--- src/rtl/sflash_seq.sv ---
// sflash_seq: two-requester round-robin read sequencer driving a serial-flash byte engine.
module sflash_seq (
  input  logic        clk,
  input  logic        arstn,
  input  logic        quad,
  input  logic        req0,
  input  logic        req1,
  input  logic [23:0] addr0,
  input  logic [23:0] addr1,
  input  logic [7:0]  len0,
  input  logic [7:0]  len1,
  output logic        gnt0,
  output logic        gnt1,
  output logic        rvalid,
  output logic [7:0]  rdata,
  output logic        rlast,
  output logic        rid,
  output logic        busy,
  input  logic        f_ready,
  output logic        f_wr,
  output logic [7:0]  f_din,
  output logic [2:0]  f_format,
  input  logic [7:0]  f_dout
);

  localparam int unsigned AW = 24;
  localparam int unsigned DW = 8;
  localparam int unsigned CW = 9;
  localparam int unsigned FW = 3;

  localparam logic [FW-1:0] FMT_OFF  = 3'b000;
  localparam logic [FW-1:0] FMT_SDR  = 3'b010;
  localparam logic [FW-1:0] FMT_QUAD = 3'b111;
  localparam logic [DW-1:0] CMD_READ  = 8'h03;
  localparam logic [DW-1:0] CMD_QREAD = 8'h6B;

  typedef enum logic [2:0] {
    S_IDLE, S_CMD, S_ADDR, S_DUMMY, S_DATA, S_GAP
  } state_e;

  state_e        state_q, state_d;
  logic          ptr_q, ptr_d;
  logic [AW-1:0] addr_q, addr_d;
  logic [CW-1:0] cnt_q, cnt_d;
  logic          quad_q, quad_d;
  logic          rid_q, rid_d;
  logic          pend_q, pend_d;
  logic [1:0]    guard_q, guard_d;
  logic [1:0]    idx_q, idx_d;
  logic          gap_q, gap_d;
  logic          f_wr_q, f_wr_d;
  logic [DW-1:0] f_din_q, f_din_d;
  logic [FW-1:0] f_format_q, f_format_d;
  logic          gnt0_q, gnt0_d, gnt1_q, gnt1_d;
  logic          rvalid_q, rvalid_d;
  logic [DW-1:0] rdata_q, rdata_d;
  logic          rlast_q, rlast_d;
  logic          busy_q, busy_d;

  logic          pick;
  logic [DW-1:0] sel_len;
  logic          done;
  logic          can_issue;

  // Byte completes once the two-cycle guard after f_wr has elapsed and the engine is ready.
  assign done      = pend_q && (guard_q == 2'd0) && f_ready;
  assign can_issue = f_ready && (guard_q == 2'd0) && !f_wr_q;

  // Next-state, arbitration, byte issue and response generation.
  always_comb begin
    state_d    = state_q;
    ptr_d      = ptr_q;
    addr_d     = addr_q;
    cnt_d      = cnt_q;
    quad_d     = quad_q;
    rid_d      = rid_q;
    pend_d     = pend_q;
    guard_d    = (guard_q != 2'd0) ? guard_q - 2'd1 : guard_q;
    idx_d      = idx_q;
    gap_d      = gap_q;
    f_wr_d     = 1'b0;
    f_din_d    = f_din_q;
    gnt0_d     = 1'b0;
    gnt1_d     = 1'b0;
    rvalid_d   = 1'b0;
    rdata_d    = rdata_q;
    rlast_d    = 1'b0;
    pick       = 1'b0;
    sel_len    = len0;

    if (done) pend_d = 1'b0;

    case (state_q)
      S_IDLE: begin
        if (req0 || req1) begin
          pick    = (req0 && req1) ? ptr_q : req1;
          sel_len = pick ? len1 : len0;
          gnt0_d  = ~pick;
          gnt1_d  = pick;
          ptr_d   = ~pick;
          addr_d  = pick ? addr1 : addr0;
          cnt_d   = (sel_len == 8'd0) ? 9'd256 : CW'(sel_len);
          quad_d  = quad;
          rid_d   = pick;
          idx_d   = 2'd0;
          pend_d  = 1'b0;
          state_d = S_CMD;
        end
      end
      S_CMD: begin
        if (done) begin
          state_d = S_ADDR;
          idx_d   = 2'd0;
        end
      end
      S_ADDR: begin
        if (done) begin
          if (idx_q == 2'd2) state_d = quad_q ? S_DUMMY : S_DATA;
          else               idx_d   = idx_q + 2'd1;
        end
      end
      S_DUMMY: begin
        if (done) state_d = S_DATA;
      end
      S_DATA: begin
        if (done) begin
          rvalid_d = 1'b1;
          rdata_d  = f_dout;
          rlast_d  = (cnt_q == 9'd1);
          cnt_d    = cnt_q - 9'd1;
          if (cnt_q == 9'd1) begin
            state_d = S_GAP;
            gap_d   = 1'b0;
          end
        end
      end
      S_GAP: begin
        if (gap_q) state_d = S_IDLE;
        else       gap_d   = 1'b1;
      end
      default: state_d = S_IDLE;
    endcase

    if (can_issue && (state_q != S_IDLE)) begin
      case (state_d)
        S_CMD: begin
          f_wr_d  = 1'b1;
          f_din_d = quad_q ? CMD_QREAD : CMD_READ;
        end
        S_ADDR: begin
          f_wr_d = 1'b1;
          case (idx_d)
            2'd0:    f_din_d = addr_q[23:16];
            2'd1:    f_din_d = addr_q[15:8];
            default: f_din_d = addr_q[7:0];
          endcase
        end
        S_DUMMY, S_DATA: begin
          f_wr_d  = 1'b1;
          f_din_d = 8'h00;
        end
        default: f_wr_d = 1'b0;
      endcase
      if (f_wr_d) begin
        pend_d  = 1'b1;
        guard_d = 2'd2;
      end
    end

    case (state_d)
      S_CMD, S_ADDR, S_DUMMY: f_format_d = FMT_SDR;
      S_DATA:                 f_format_d = quad_d ? FMT_QUAD : FMT_SDR;
      default:                f_format_d = FMT_OFF;
    endcase

    busy_d = (state_d != S_IDLE);
  end

  // State and output registers with synchronous active-low reset.
  always_ff @(posedge clk) begin
    if (!arstn) begin
      state_q    <= S_IDLE;
      ptr_q      <= 1'b0;
      addr_q     <= '0;
      cnt_q      <= '0;
      quad_q     <= 1'b0;
      rid_q      <= 1'b0;
      pend_q     <= 1'b0;
      guard_q    <= 2'd0;
      idx_q      <= 2'd0;
      gap_q      <= 1'b0;
      f_wr_q     <= 1'b0;
      f_din_q    <= '0;
      f_format_q <= FMT_OFF;
      gnt0_q     <= 1'b0;
      gnt1_q     <= 1'b0;
      rvalid_q   <= 1'b0;
      rdata_q    <= '0;
      rlast_q    <= 1'b0;
      busy_q     <= 1'b0;
    end else begin
      state_q    <= state_d;
      ptr_q      <= ptr_d;
      addr_q     <= addr_d;
      cnt_q      <= cnt_d;
      quad_q     <= quad_d;
      rid_q      <= rid_d;
      pend_q     <= pend_d;
      guard_q    <= guard_d;
      idx_q      <= idx_d;
      gap_q      <= gap_d;
      f_wr_q     <= f_wr_d;
      f_din_q    <= f_din_d;
      f_format_q <= f_format_d;
      gnt0_q     <= gnt0_d;
      gnt1_q     <= gnt1_d;
      rvalid_q   <= rvalid_d;
      rdata_q    <= rdata_d;
      rlast_q    <= rlast_d;
      busy_q     <= busy_d;
    end
  end

  assign gnt0     = gnt0_q;
  assign gnt1     = gnt1_q;
  assign rvalid   = rvalid_q;
  assign rdata    = rdata_q;
  assign rlast    = rlast_q;
  assign rid      = rid_q;
  assign busy     = busy_q;
  assign f_wr     = f_wr_q;
  assign f_din    = f_din_q;
  assign f_format = f_format_q;

endmodule

--- config.mk ---
export PLATFORM = sky130hd
export DESIGN_NAME = sflash_seq
export DESIGN_NICKNAME = d
export VERILOG_FILES = /design/src/rtl/sflash_seq.sv
export SDC_FILE = /design/constraint.sdc
export NUM_CORES = 1
export LEC_CHECK = 0
export CAP_MARGIN = 20
export CORE_AREA = 2 2 107 109
export CTS_CLUSTER_DIAMETER = 50
export DETAILED_ROUTE_END_ITERATION = 16
export DIE_AREA = 0 0 109 111
export GPL_TIMING_DRIVEN = 0
export MAX_ROUTING_LAYER = met4
export PLACE_DENSITY = 0.52
export SYNTH_ARGS = -nofsm -noshare
export SYNTH_HDL_FRONTEND = slang
export SYNTH_SLANG_ARGS = --single-unit
--- constraint.sdc ---
create_clock -name clk -period 3.05 [get_ports clk]
set_input_delay 0.915 -clock clk [delete_from_list [all_inputs] [get_ports clk]]
set_output_delay 0.915 -clock clk [all_outputs]
set_load 0.005 [all_outputs]
## Word level (Yosys, flattened, before mapping)

Index checks and enable logic that the tools add are counted.

- Register bits after elaboration: 70
- Bits in latches: 0
- Memory bits (writable): 0
- Memory bits (read-only): 0
- Input bits: 78
- Output and inout port bits: 26
- Word-level logic and storage cells: 111
- Memories: 0

- Add/sub/neg operators: 3
- Multiply operators: 0
- Divide/modulo/power cells: 0
- Order comparisons: 0
- Equal/unequal tests: 15
- Shift-type cells: 0
- Muxes and demuxes: 43
- Bitwise gates (word level): 1
- Reductions and logical operators: 30

Operators by type and width:

| kind | number |
|---|---|
| 3-bit 2-to-1 mux | 10 |
| 9-bit 2-to-1 mux | 3 |
| 24-bit 2-to-1 mux | 1 |
| 8-bit one-hot mux with 3 select lines | 1 |
| 3-bit one-hot mux with 6 select lines | 1 |
| 9-bit one-hot mux with 2 select lines | 1 |
| 8-bit one-hot mux with 2 select lines | 1 |
| 2-bit 2-to-1 mux | 7 |
| 1-bit 2-to-1 mux | 13 |
| 3-bit by 2-bit == test with 1-bit output (second input constant) | 4 |
| 3-bit AND reduction | 4 |
| 2-bit AND reduction | 5 |
| 3-bit == test (second input constant) | 3 |
| 9-bit by 1-bit == test with 1-bit output (second input constant) | 1 |
| 3-bit nonzero test | 3 |
| 9-bit by 1-bit subtractor with 9-bit output (second input constant) | 1 |
| 8-bit zero test | 1 |
| 8-bit 2-to-1 mux | 1 |
| 7-bit 2-to-1 mux | 1 |
| 3-bit by 1-bit == test with 1-bit output (second input constant) | 2 |
| 1-bit logical AND | 6 |
| 2-bit != test (second input constant) | 3 |
| 2-bit one-hot mux with 3 select lines | 1 |
| 3-bit one-hot mux with 2 select lines | 1 |
| other kinds (14) | 17 |

## Depth between registers and ports, before layout

Gate-level depths: netlist (run 1).

- Word-level depth: 11
- Mapped depth: 9
- Gate-level depth less buffers: 8

## Worst setup path after synthesis (run 1)

No wires, ideal clock.

- Kind: input-to-reg
- Start: input f_ready
- End: register f_din_q[0] (netlist: f_din[0])
- Library setup time: 0.086 ns
- Arrival: 2.479 ns
- Required time: 2.964 ns
- Path slack: 0.485 ns
- Stages on the path: 8
- Buffers on the path: 2
- Cell sequence: and4bb_1 > buf_6 > and4_1 > or3_1 > buf_6 > mux2i_1 > a211o_1 > a211oi_1

- Word-level cells in the longest chain between the ends: 7
- Elaborated cells between the ends (all ways): 23
- Classes of those cells: eq/ne (5); mux (10); reduce/logical (8)

RTL lines:

| what | line | source |
|---|---|---|
| start: declaration | 19 | `input logic f_ready,` |
| 1-bit logical AND | 66 | `assign done = pend_q && (guard_q == 2'd0) && f_ready;` |
| 3-bit 2-to-1 mux (on tied branches) | - |  |
| 3-bit one-hot mux with 6 select lines | 93 | `case (state_q)` |
| 3-bit == test or 3-bit by 2-bit == test with 1-bit output (tied branches) | 145 | `case (state_d)` |
| 2-bit OR reduction | 145 |  |
| 3-bit nonzero test (no line) | - |  |
| 2-bit AND reduction (no line) | - |  |
| end signal: assignment | 213 | `f_din_q <= f_din_d;` |
| end: declaration | 52 | `logic [DW-1:0] f_din_q, f_din_d;` |

Several ways; a longest one is shown, not always the timed one.
A chain may end at the register's enable or synchronous reset.

## Worst setup path in the final report (run 1)

- Start: input f_ready
- End: register f_din_q[6] (netlist: f_din[6])

The elaborated chain is that of the path after synthesis.

==> results of run 1 <==
[cell usage in the layout, fill, tap and decap left out, drive strengths merged, types with 2 or more instances in the layout]
cell type / Yosys / routed
clkdlybuf4s50: 0 / 103
dfxtp: 69 / 69
nand2: 43 / 43
a21oi: 33 / 33
nor2: 28 / 28
inv: 25 / 25
clkbuf: 11 / 23
a222oi: 21 / 21
mux2i: 20 / 20
o21ai: 19 / 19
buf: 15 / 14
nor3: 10 / 10
a211o: 8 / 8
and2: 6 / 6
a22oi: 5 / 5
nand3: 5 / 5
a211oi: 5 / 5
nor2b: 4 / 4
ha: 4 / 4
nor4: 4 / 4
nor3b: 3 / 3
or3: 3 / 3
o211ai: 3 / 3
nand4: 2 / 2
a22o: 2 / 2
a2bb2oi: 2 / 2
a32oi: 2 / 2
and4: 2 / 2
o31ai: 2 / 2
a21boi: 2 / 2
clkinv: 0 / 2
or2: 2 / 2
or4: 2 / 2
and3: 2 / 2
[stage by stage]
| step | area (um2) | setup slack [ns] |
|---|---|---|
| floorplan | 3240 | 0.485 |
| global placement | 4450 | -0.461 |
| detailed placement | 4450 | -0.402 |
| CTS | 4720 | -0.0674 |
| global route | 4750 | -0.00844 |
| finish | 4750 | 0.156 |
[worst max-delay path by stage]
stage,endpoint,cells past startpoint,slack [ns],from
after floorplan,f_din[0],8,0.49,f_ready
after detailed placement,addr_q[12],8,-0.40,req1
after global routing,f_din[4],9,-0.008,req1
after global placement,addr_q[0],8,-0.46,req1
final,f_din[6],9,0.16,f_ready
after CTS,addr_q[12],8,-0.07,req1
[flip-flops by register name, summed over array words and instances, names as in the netlist]
name / cells
rid: 1
idx_q: 2
gnt0: 1
guard_q: 2
state_q: 3
gnt1: 1
addr_q: 24
f_wr: 1
quad_q: 1
rvalid: 1
busy: 1
f_din: 8
rdata: 8
pend_q: 1
gap_q: 1
rlast: 1
ptr_q: 1
cnt_q: 9
f_format: 2
[metal layers]
layer	global-route usage, %	part of all wire (%)	up-vias
li1	-	-	1599
met3	3.47	7.0	18
met5	-	0	-
met4	8.03	2.8	0
met2	27.5	47	108
met1	21.4	44	1495
[report_power, final]
group | internal (W) | switching (W) | total, W
clock | 0.000582 | 0.000363 | 0.000945
sequential | 0.000963 | 0.0000394 | 0.00100
combinational | 0.000205 | 0.000179 | 0.000385
[cell families after synthesis]
family / Yosys count
fa+ha+maj: 4
buf+inv: 51
simple gates: 122
mux: 21
compound gates: 108
flops: 69
[final cells by class]
cell class                 instances  area share [%]
multi-input combinational        255            35.0
timing repair buffer             103            21.7
sequential                        69            29.1
buffer                            25            2.79
inverter                          25            1.98
clock buffer                      12            5.40
tap                              143            3.77
clock inverter                     2           0.211
[tightest hold or removal path, delay by kind of cell, from the launching register on]
kind               cells  cell delay (ns)
and+or+nand+nor        1             0.05
DFF                    1             0.30
AOI/OAI and AO/OA      1             0.05
==> run_summary.xml, run 1 <==
<?xml version="1.0" encoding="UTF-8"?>
<metrics>
  <group name="drt">
    <metric name="pre_antenna_drt_iters" unit="">5</metric>
    <metric name="detail_route.wl_per_cell" unit="um">15.9</metric>
    <metric name="detailroute.via_count" unit="">3220</metric>
    <metric name="routed_via_density" unit="">5.08</metric>
    <metric name="antenna_violating_nets_post_route" unit="">0</metric>
    <metric name="drc_errors" unit="">0</metric>
    <metric name="wirelength_routed" unit="um">10100</metric>
    <metric name="detailedRoute.firstIterationViolations" unit="">187</metric>
  </group>
  <group name="global_route">
    <metric name="via_count_of_the_first_global_routing_pass" unit="">3207</metric>
    <metric name="globalRoute.totalOverflow" unit="">0</metric>
    <metric name="grt_first_pass_wirelength" unit="um">16000</metric>
    <metric name="antenna_found_initial" unit="">0</metric>
    <metric name="grt_util_all_layers" unit="%">17.5</metric>
    <metric name="largest_net_degree_at_the_start_of_global_routing" unit="">11</metric>
  </group>
  <group name="clocking">
    <metric name="ctsLongestPathBuffers" unit="">2</metric>
    <metric name="root_buffer" unit="">sky130_fd_sc_hd__clkbuf_16</metric>
    <metric name="cts.repair.resized" unit="">0</metric>
    <metric name="post-cts-setup-buffers" unit="">0</metric>
    <metric name="hold_buffers" unit="">0</metric>
    <metric name="h_tree_lvl_count" unit="">3</metric>
    <metric name="cts-buffers-inserted" unit="">9</metric>
    <metric name="clkSinkCount" unit="">69</metric>
    <metric name="cts.clk_slew.worst_paths" unit="ns">0.05</metric>
    <metric name="tritoncts" unit="">yes</metric>
    <metric name="worstSkewPairLatency" unit="ns">0.33</metric>
  </group>
  <group name="timing">
    <metric name="final.hold.worst_slack" unit="ns">0.454</metric>
    <metric name="report.final.setup_viol" unit="">0</metric>
    <metric name="min_period" unit="ns">2.89</metric>
    <metric name="final_hold_viol_count" unit="">0</metric>
    <metric name="timing_worst_slew_pin_value" unit="ns">0.914</metric>
    <metric name="fmax" unit="GHz">0.346</metric>
    <metric name="layout_worst_path_cycle_share" unit="%">94.9</metric>
    <metric name="slew_headroom" unit="%">39.1</metric>
    <metric name="final.setup.tns" unit="ns">0</metric>
    <metric name="finalClockSkew" unit="ns">0.00190</metric>
    <metric name="timing.final.max_slew_violations" unit="">0</metric>
  </group>
  <group name="logic_synthesis">
    <metric name="ys_seq_area_share" unit="%">42.6</metric>
    <metric name="syn-num-nets" unit="">457</metric>
    <metric name="fraction_of_the_mapped_netlist_area_in_adder_cells" unit="%">1.54</metric>
    <metric name="yosysMostFrequentCell" unit="">sky130_fd_sc_hd__dfxtp_1</metric>
    <metric name="asyncSetResetFlopFracSynth" unit="%">0</metric>
    <metric name="yosys_register_bits" unit="">69</metric>
    <metric name="post_synth_num_cell_types" unit="">52</metric>
    <metric name="post_synth_inst_count" unit="">375</metric>
    <metric name="synth-simple-area-share" unit="%">18.8</metric>
    <metric name="synth_top_family_by_area" unit="">compound AO/OA/AOI/OAI gates</metric>
    <metric name="synth.top_cells.by_area" unit="">sky130_fd_sc_hd__dfxtp_1 (43%), sky130_fd_sc_hd__a222oi_1 (6.5%), sky130_fd_sc_hd__mux2i_1 (6.2%)</metric>
    <metric name="synth_compound_area_share" unit="%">23.5</metric>
    <metric name="synth.area.mux_share" unit="%">6.52</metric>
    <metric name="synth.avg_cell_area" unit="um2">8.65</metric>
    <metric name="post_synth_edffs" unit="">0</metric>
    <metric name="synth_area_leader_cell" unit="">sky130_fd_sc_hd__dfxtp_1</metric>
    <metric name="yosys_warnings" unit="">0</metric>
    <metric name="mappedNetlistArea" unit="um2">3240</metric>
    <metric name="synth.top_cell.area_share" unit="%">42.6</metric>
    <metric name="most_used_flip_flop_cell_after_synthesis" unit="">sky130_fd_sc_hd__dfxtp_1</metric>
    <metric name="synthXorXnorAreaFrac" unit="%">0</metric>
    <metric name="top_cells_by_instance_count_after_synthesis" unit="">sky130_fd_sc_hd__dfxtp_1 (69), sky130_fd_sc_hd__nand2_1 (43), sky130_fd_sc_hd__a21oi_1 (31), sky130_fd_sc_hd__nor2_1 (28), sky130_fd_sc_hd__inv_1 (25)</metric>
  </group>
  <group name="layout">
    <metric name="final-instance-count-excl-fill" unit="">634</metric>
    <metric name="synth_to_layout_area_growth" unit="%">46.3</metric>
    <metric name="final_util" unit="%">42.8</metric>
    <metric name="layout-drive-gt1-share" unit="%">7.54</metric>
    <metric name="multi_input_comb_area" unit="um2">1660</metric>
    <metric name="layout.filler_cells" unit="">1125</metric>
    <metric name="antenna_cells_inserted" unit="">0</metric>
    <metric name="register_area" unit="um2">1380</metric>
    <metric name="final_nets" unit="">570</metric>
  </group>
  <group name="placement">
    <metric name="port_buffers" unit="">103</metric>
    <metric name="detailedPlacementHpwl" unit="um">7550</metric>
    <metric name="gp_routability_congestion" unit="">0.813</metric>
    <metric name="placedCellCount" unit="">621</metric>
  </group>
  <group name="die">
    <metric name="start_util" unit="%">29.3</metric>
    <metric name="core_area" unit="um2">11100</metric>
    <metric name="die_h" unit="um">111</metric>
    <metric name="row_count" unit="">39</metric>
    <metric name="full_die_area" unit="um2">12100</metric>
    <metric name="chipWidth" unit="um">109</metric>
    <metric name="boundaryPins" unit="">104</metric>
  </group>
  <group name="critical_path">
    <metric name="reg2reg_slack" unit="ns">0.44</metric>
    <metric name="timing.setup.critical_path_class" unit="">in2reg</metric>
    <metric name="reg2regPathDepth" unit="">9</metric>
    <metric name="worst_path_largest_cell_delay" unit="ns">0.43</metric>
    <metric name="critical-path-top-delay-family" unit="">simple AND/OR/NAND/NOR gates</metric>
    <metric name="worstReg2RegStart" unit="">state_q[0]</metric>
    <metric name="critical_path.max_fanout" unit="">10</metric>
    <metric name="critPathLaunchType" unit="">primary input</metric>
    <metric name="path_cells" unit="">clkdlybuf4s50_1 -&gt; and4bb_1 -&gt; buf_6 -&gt; and4_1 -&gt; or3_1 -&gt; buf_6 -&gt; mux2i_1 -&gt; a211o_1 -&gt; a211oi_1</metric>
    <metric name="timing.critical_path.arrival" unit="ns">3.14</metric>
    <metric name="worst_r2r_endpoint" unit="">cnt_q[2]</metric>
    <metric name="cp-end-kind" unit="">flip-flop</metric>
    <metric name="critical-path-top-cell-by-count" unit="">sky130_fd_sc_hd__buf_6</metric>
    <metric name="critical_path_required" unit="ns">3.30</metric>
    <metric name="crit_path_top_delay_cell" unit="">sky130_fd_sc_hd__clkdlybuf4s50_1</metric>
    <metric name="critical_path_buf_inv_count" unit="">3</metric>
  </group>
  <group name="min_path">
    <metric name="hp-start" unit="">rdata[7]</metric>
    <metric name="hold_path.class" unit="">reg2reg</metric>
    <metric name="whs_path_depth" unit="">2</metric>
    <metric name="worst_hold_path.endpoint" unit="">rdata[7]</metric>
  </group>
  <group name="pwr">
    <metric name="worst_ir_drop_vdd" unit="V">0.000258</metric>
    <metric name="leakagePower" unit="nW">1.85</metric>
    <metric name="pwr_density_cell" unit="nW/um2">491</metric>
    <metric name="power" unit="W">0.00233</metric>
  </group>
  <group name="outcome">
    <metric name="status" unit="">finished, final reports clean</metric>
  </group>
  <group name="flow_run">
    <metric name="cap_viol_max_count" unit="">0</metric>
  </group>
</metrics>
Note: power is estimated with default switching activity, not from simulation.
==> run 2, diff against run 1 <==
--- a/config.mk
+++ b/config.mk
@@ -13,6 +13,7 @@
 export GPL_TIMING_DRIVEN = 0
 export MAX_ROUTING_LAYER = met4
 export PLACE_DENSITY = 0.52
+export RECOVER_POWER = 100
 export SYNTH_ARGS = -nofsm -noshare
 export SYNTH_HDL_FRONTEND = slang
 export SYNTH_SLANG_ARGS = --single-unit
==> run_summary.xml, run 2 (synthesis results as in run 1) <==
<?xml version="1.0" encoding="UTF-8"?>
<metrics>
  <group name="layout">
    <metric name="register_area" unit="um2">1380</metric>
    <metric name="synth_to_layout_area_growth" unit="%">46.3</metric>
    <metric name="registers_with_the_highest_flip_flop_counts" unit="">addr_q: 24 flops, cnt_q: 9 flops</metric>
    <metric name="largest_register_ffs" unit="">24</metric>
    <metric name="layout.filler_cells" unit="">1125</metric>
    <metric name="layout-drive-gt1-share" unit="%">7.54</metric>
    <metric name="layout_common_cells" unit="">sky130_fd_sc_hd__clkdlybuf4s50_1 (76), sky130_fd_sc_hd__dfxtp_1 (69), sky130_fd_sc_hd__nand2_1 (43)</metric>
    <metric name="final_nets" unit="">570</metric>
    <metric name="multi_input_comb_area" unit="um2">1660</metric>
    <metric name="antenna_cells_inserted" unit="">0</metric>
    <metric name="mostFrequentLayoutCell" unit="">sky130_fd_sc_hd__clkdlybuf4s50_1</metric>
    <metric name="largest-register" unit="">addr_q</metric>
    <metric name="finish.instance_area" unit="um2">4750</metric>
  </group>
  <group name="timing">
    <metric name="timing_worst_slew_pin_value" unit="ns">0.907</metric>
    <metric name="final.setup.tns" unit="ns">0</metric>
    <metric name="layout_worst_path_cycle_share" unit="%">95.0</metric>
    <metric name="setup_ws" unit="ns">0.152</metric>
    <metric name="report.final.setup_viol" unit="">0</metric>
    <metric name="slew_headroom" unit="%">39.5</metric>
    <metric name="finalClockSkew" unit="ns">0.00305</metric>
    <metric name="fmax" unit="GHz">0.345</metric>
    <metric name="timing.final.max_slew_violations" unit="">0</metric>
    <metric name="final_hold_viol_count" unit="">0</metric>
    <metric name="min_period" unit="ns">2.90</metric>
  </group>
  <group name="clocking">
    <metric name="cts-buffers-inserted" unit="">9</metric>
    <metric name="tritoncts" unit="">yes</metric>
    <metric name="root_buffer" unit="">sky130_fd_sc_hd__clkbuf_16</metric>
    <metric name="clkSinkCount" unit="">69</metric>
    <metric name="cts.clk_slew.worst_paths" unit="ns">0.05</metric>
    <metric name="h_tree_lvl_count" unit="">3</metric>
    <metric name="ctsLongestPathBuffers" unit="">2</metric>
    <metric name="post-cts-setup-buffers" unit="">0</metric>
    <metric name="hold_buffers" unit="">0</metric>
    <metric name="worstSkewPairLatency" unit="ns">0.33</metric>
  </group>
  <group name="die">
    <metric name="core_area" unit="um2">11100</metric>
    <metric name="die_h" unit="um">111</metric>
    <metric name="chipWidth" unit="um">109</metric>
    <metric name="boundaryPins" unit="">104</metric>
    <metric name="start_util" unit="%">29.3</metric>
    <metric name="row_count" unit="">39</metric>
    <metric name="full_die_area" unit="um2">12100</metric>
  </group>
  <group name="drt">
    <metric name="drc_errors" unit="">0</metric>
    <metric name="routed_via_density" unit="">5.10</metric>
    <metric name="wirelength_routed" unit="um">10100</metric>
    <metric name="detail_route.wl_per_cell" unit="um">15.9</metric>
    <metric name="pre_antenna_drt_iters" unit="">5</metric>
    <metric name="detailroute.via_count" unit="">3233</metric>
    <metric name="antenna_violating_nets_post_route" unit="">0</metric>
    <metric name="detailedRoute.firstIterationViolations" unit="">185</metric>
  </group>
  <group name="placement">
    <metric name="gp_routability_congestion" unit="">0.813</metric>
    <metric name="detailedPlacementHpwl" unit="um">7550</metric>
    <metric name="placedInstanceArea" unit="um2">4450</metric>
    <metric name="placement.setup.worst_slack" unit="ns">-0.402</metric>
    <metric name="port_buffers" unit="">103</metric>
  </group>
  <group name="global_route">
    <metric name="largest_net_degree_at_the_start_of_global_routing" unit="">11</metric>
    <metric name="via_count_of_the_first_global_routing_pass" unit="">3207</metric>
    <metric name="grt_util_all_layers" unit="%">17.5</metric>
    <metric name="antenna_found_initial" unit="">0</metric>
    <metric name="globalRoute.totalOverflow" unit="">0</metric>
    <metric name="grt_first_pass_wirelength" unit="um">16000</metric>
  </group>
  <group name="critical_path">
    <metric name="critical_path.max_fanout" unit="">10</metric>
    <metric name="reg2regPathDepth" unit="">9</metric>
    <metric name="cp-end-kind" unit="">flip-flop</metric>
    <metric name="timing.setup.critical_path_class" unit="">in2reg</metric>
    <metric name="worstReg2RegStart" unit="">state_q[0]</metric>
    <metric name="critPathLaunchType" unit="">primary input</metric>
    <metric name="worst_r2r_endpoint" unit="">cnt_q[2]</metric>
    <metric name="critical_path_required" unit="ns">3.29</metric>
    <metric name="timing.critical_path.arrival" unit="ns">3.14</metric>
    <metric name="reg2reg_slack" unit="ns">0.45</metric>
  </group>
  <group name="min_path">
    <metric name="worst_hold_path.endpoint" unit="">rdata[7]</metric>
    <metric name="hold_path.class" unit="">reg2reg</metric>
    <metric name="whs_path_depth" unit="">2</metric>
    <metric name="hp-start" unit="">rdata[7]</metric>
  </group>
  <group name="pwr">
    <metric name="pwr_density_cell" unit="nW/um2">490</metric>
    <metric name="leakagePower" unit="nW">1.93</metric>
    <metric name="worst_ir_drop_vdd" unit="V">0.000255</metric>
  </group>
  <group name="flow_run">
    <metric name="cap_viol_max_count" unit="">0</metric>
  </group>
  <group name="outcome">
    <metric name="status" unit="">finished, final reports clean</metric>
  </group>
</metrics>
==> run 2: cell types whose count changed in the layout (fill, tap and decap cells not counted), sizes merged <==
| cell | delta |
|---|---|
| clkdlybuf4s50 | -27 |
| dlygate4sd3 | +27 |
==> run 2: timing repair <==
item                       in CTS  in global routing
resized for setup               0                  8
hold endpoints to repair        0                  0
setup endpoints to repair       9                 27
cloned                          0                  0
==> run 2: cell type report <==
class,count,share of cell area (%)
Clock inverter,2,0.211
Sequential cell,69,29.1
Tap cell,143,3.77
Multi-Input combinational cell,255,35.0
Timing Repair Buffer,103,21.7
Clock buffer,12,5.40
Inverter,25,1.98
Buffer,25,2.79
==> run 2: metal layers <==
| layer | vias to the layer above | part of all wire [%] | GRT usage [%] |
|---|---|---|---|
| met1 | 1519 | 44 | 21.4 |
| met4 | 0 | 2.5 | 8.03 |
| met2 | 96 | 47 | 27.5 |
| met5 | - | 0 | - |
| met3 | 16 | 6.9 | 3.47 |
| li1 | 1602 | - | - |
==> run 2: stage by stage <==
| step | instances | total power [W] | utilization [%] | hold slack [ns] |
|---|---|---|---|---|
| after floorplan | 375 | 0.00121 | - | 0.431 |
| after global placement | 621 | 0.00140 | 40.2 | 0.443 |
| after detailed placement | 621 | 0.00140 | 40.2 | 0.450 |
| after CTS | 635 | 0.00235 | 42.6 | 0.457 |
| after global routing | 634 | 0.00242 | 42.8 | 0.476 |
| final | 634 | 0.00233 | 42.8 | 0.451 |
==> run 2: worst max-delay path by stage <==
stage,endpoint,start,slack [ns],depth (start not counted)
floorplan,f_din[0],f_ready,0.49,8
global placement,addr_q[0],req1,-0.46,8
detailed placement,addr_q[12],req1,-0.40,8
CTS,addr_q[12],req1,-0.07,8
global route,f_din[4],req1,-0.008,9
finish,f_din[5],f_ready,0.15,9
==> run 2: report_power, final <==
part | internal (W) | leakage [nW] | switching [W] | total (W)
registers | 0.000963 | 0.565 | 0.0000390 | 0.00100
clock network | 0.000582 | 0.134 | 0.000363 | 0.000945
logic | 0.000201 | 1.23 | 0.000179 | 0.000380
==> run 2: critical path: stages <==
cell                              delay, ns
sky130_fd_sc_hd__clkdlybuf4s50_1       0.43
sky130_fd_sc_hd__and4bb_1              0.25
sky130_fd_sc_hd__buf_6                 0.15
sky130_fd_sc_hd__and4_1                0.18
sky130_fd_sc_hd__or3_1                 0.33
sky130_fd_sc_hd__buf_6                 0.17
sky130_fd_sc_hd__mux2i_1               0.12
sky130_fd_sc_hd__a211o_1               0.35
sky130_fd_sc_hd__a211oi_1              0.25
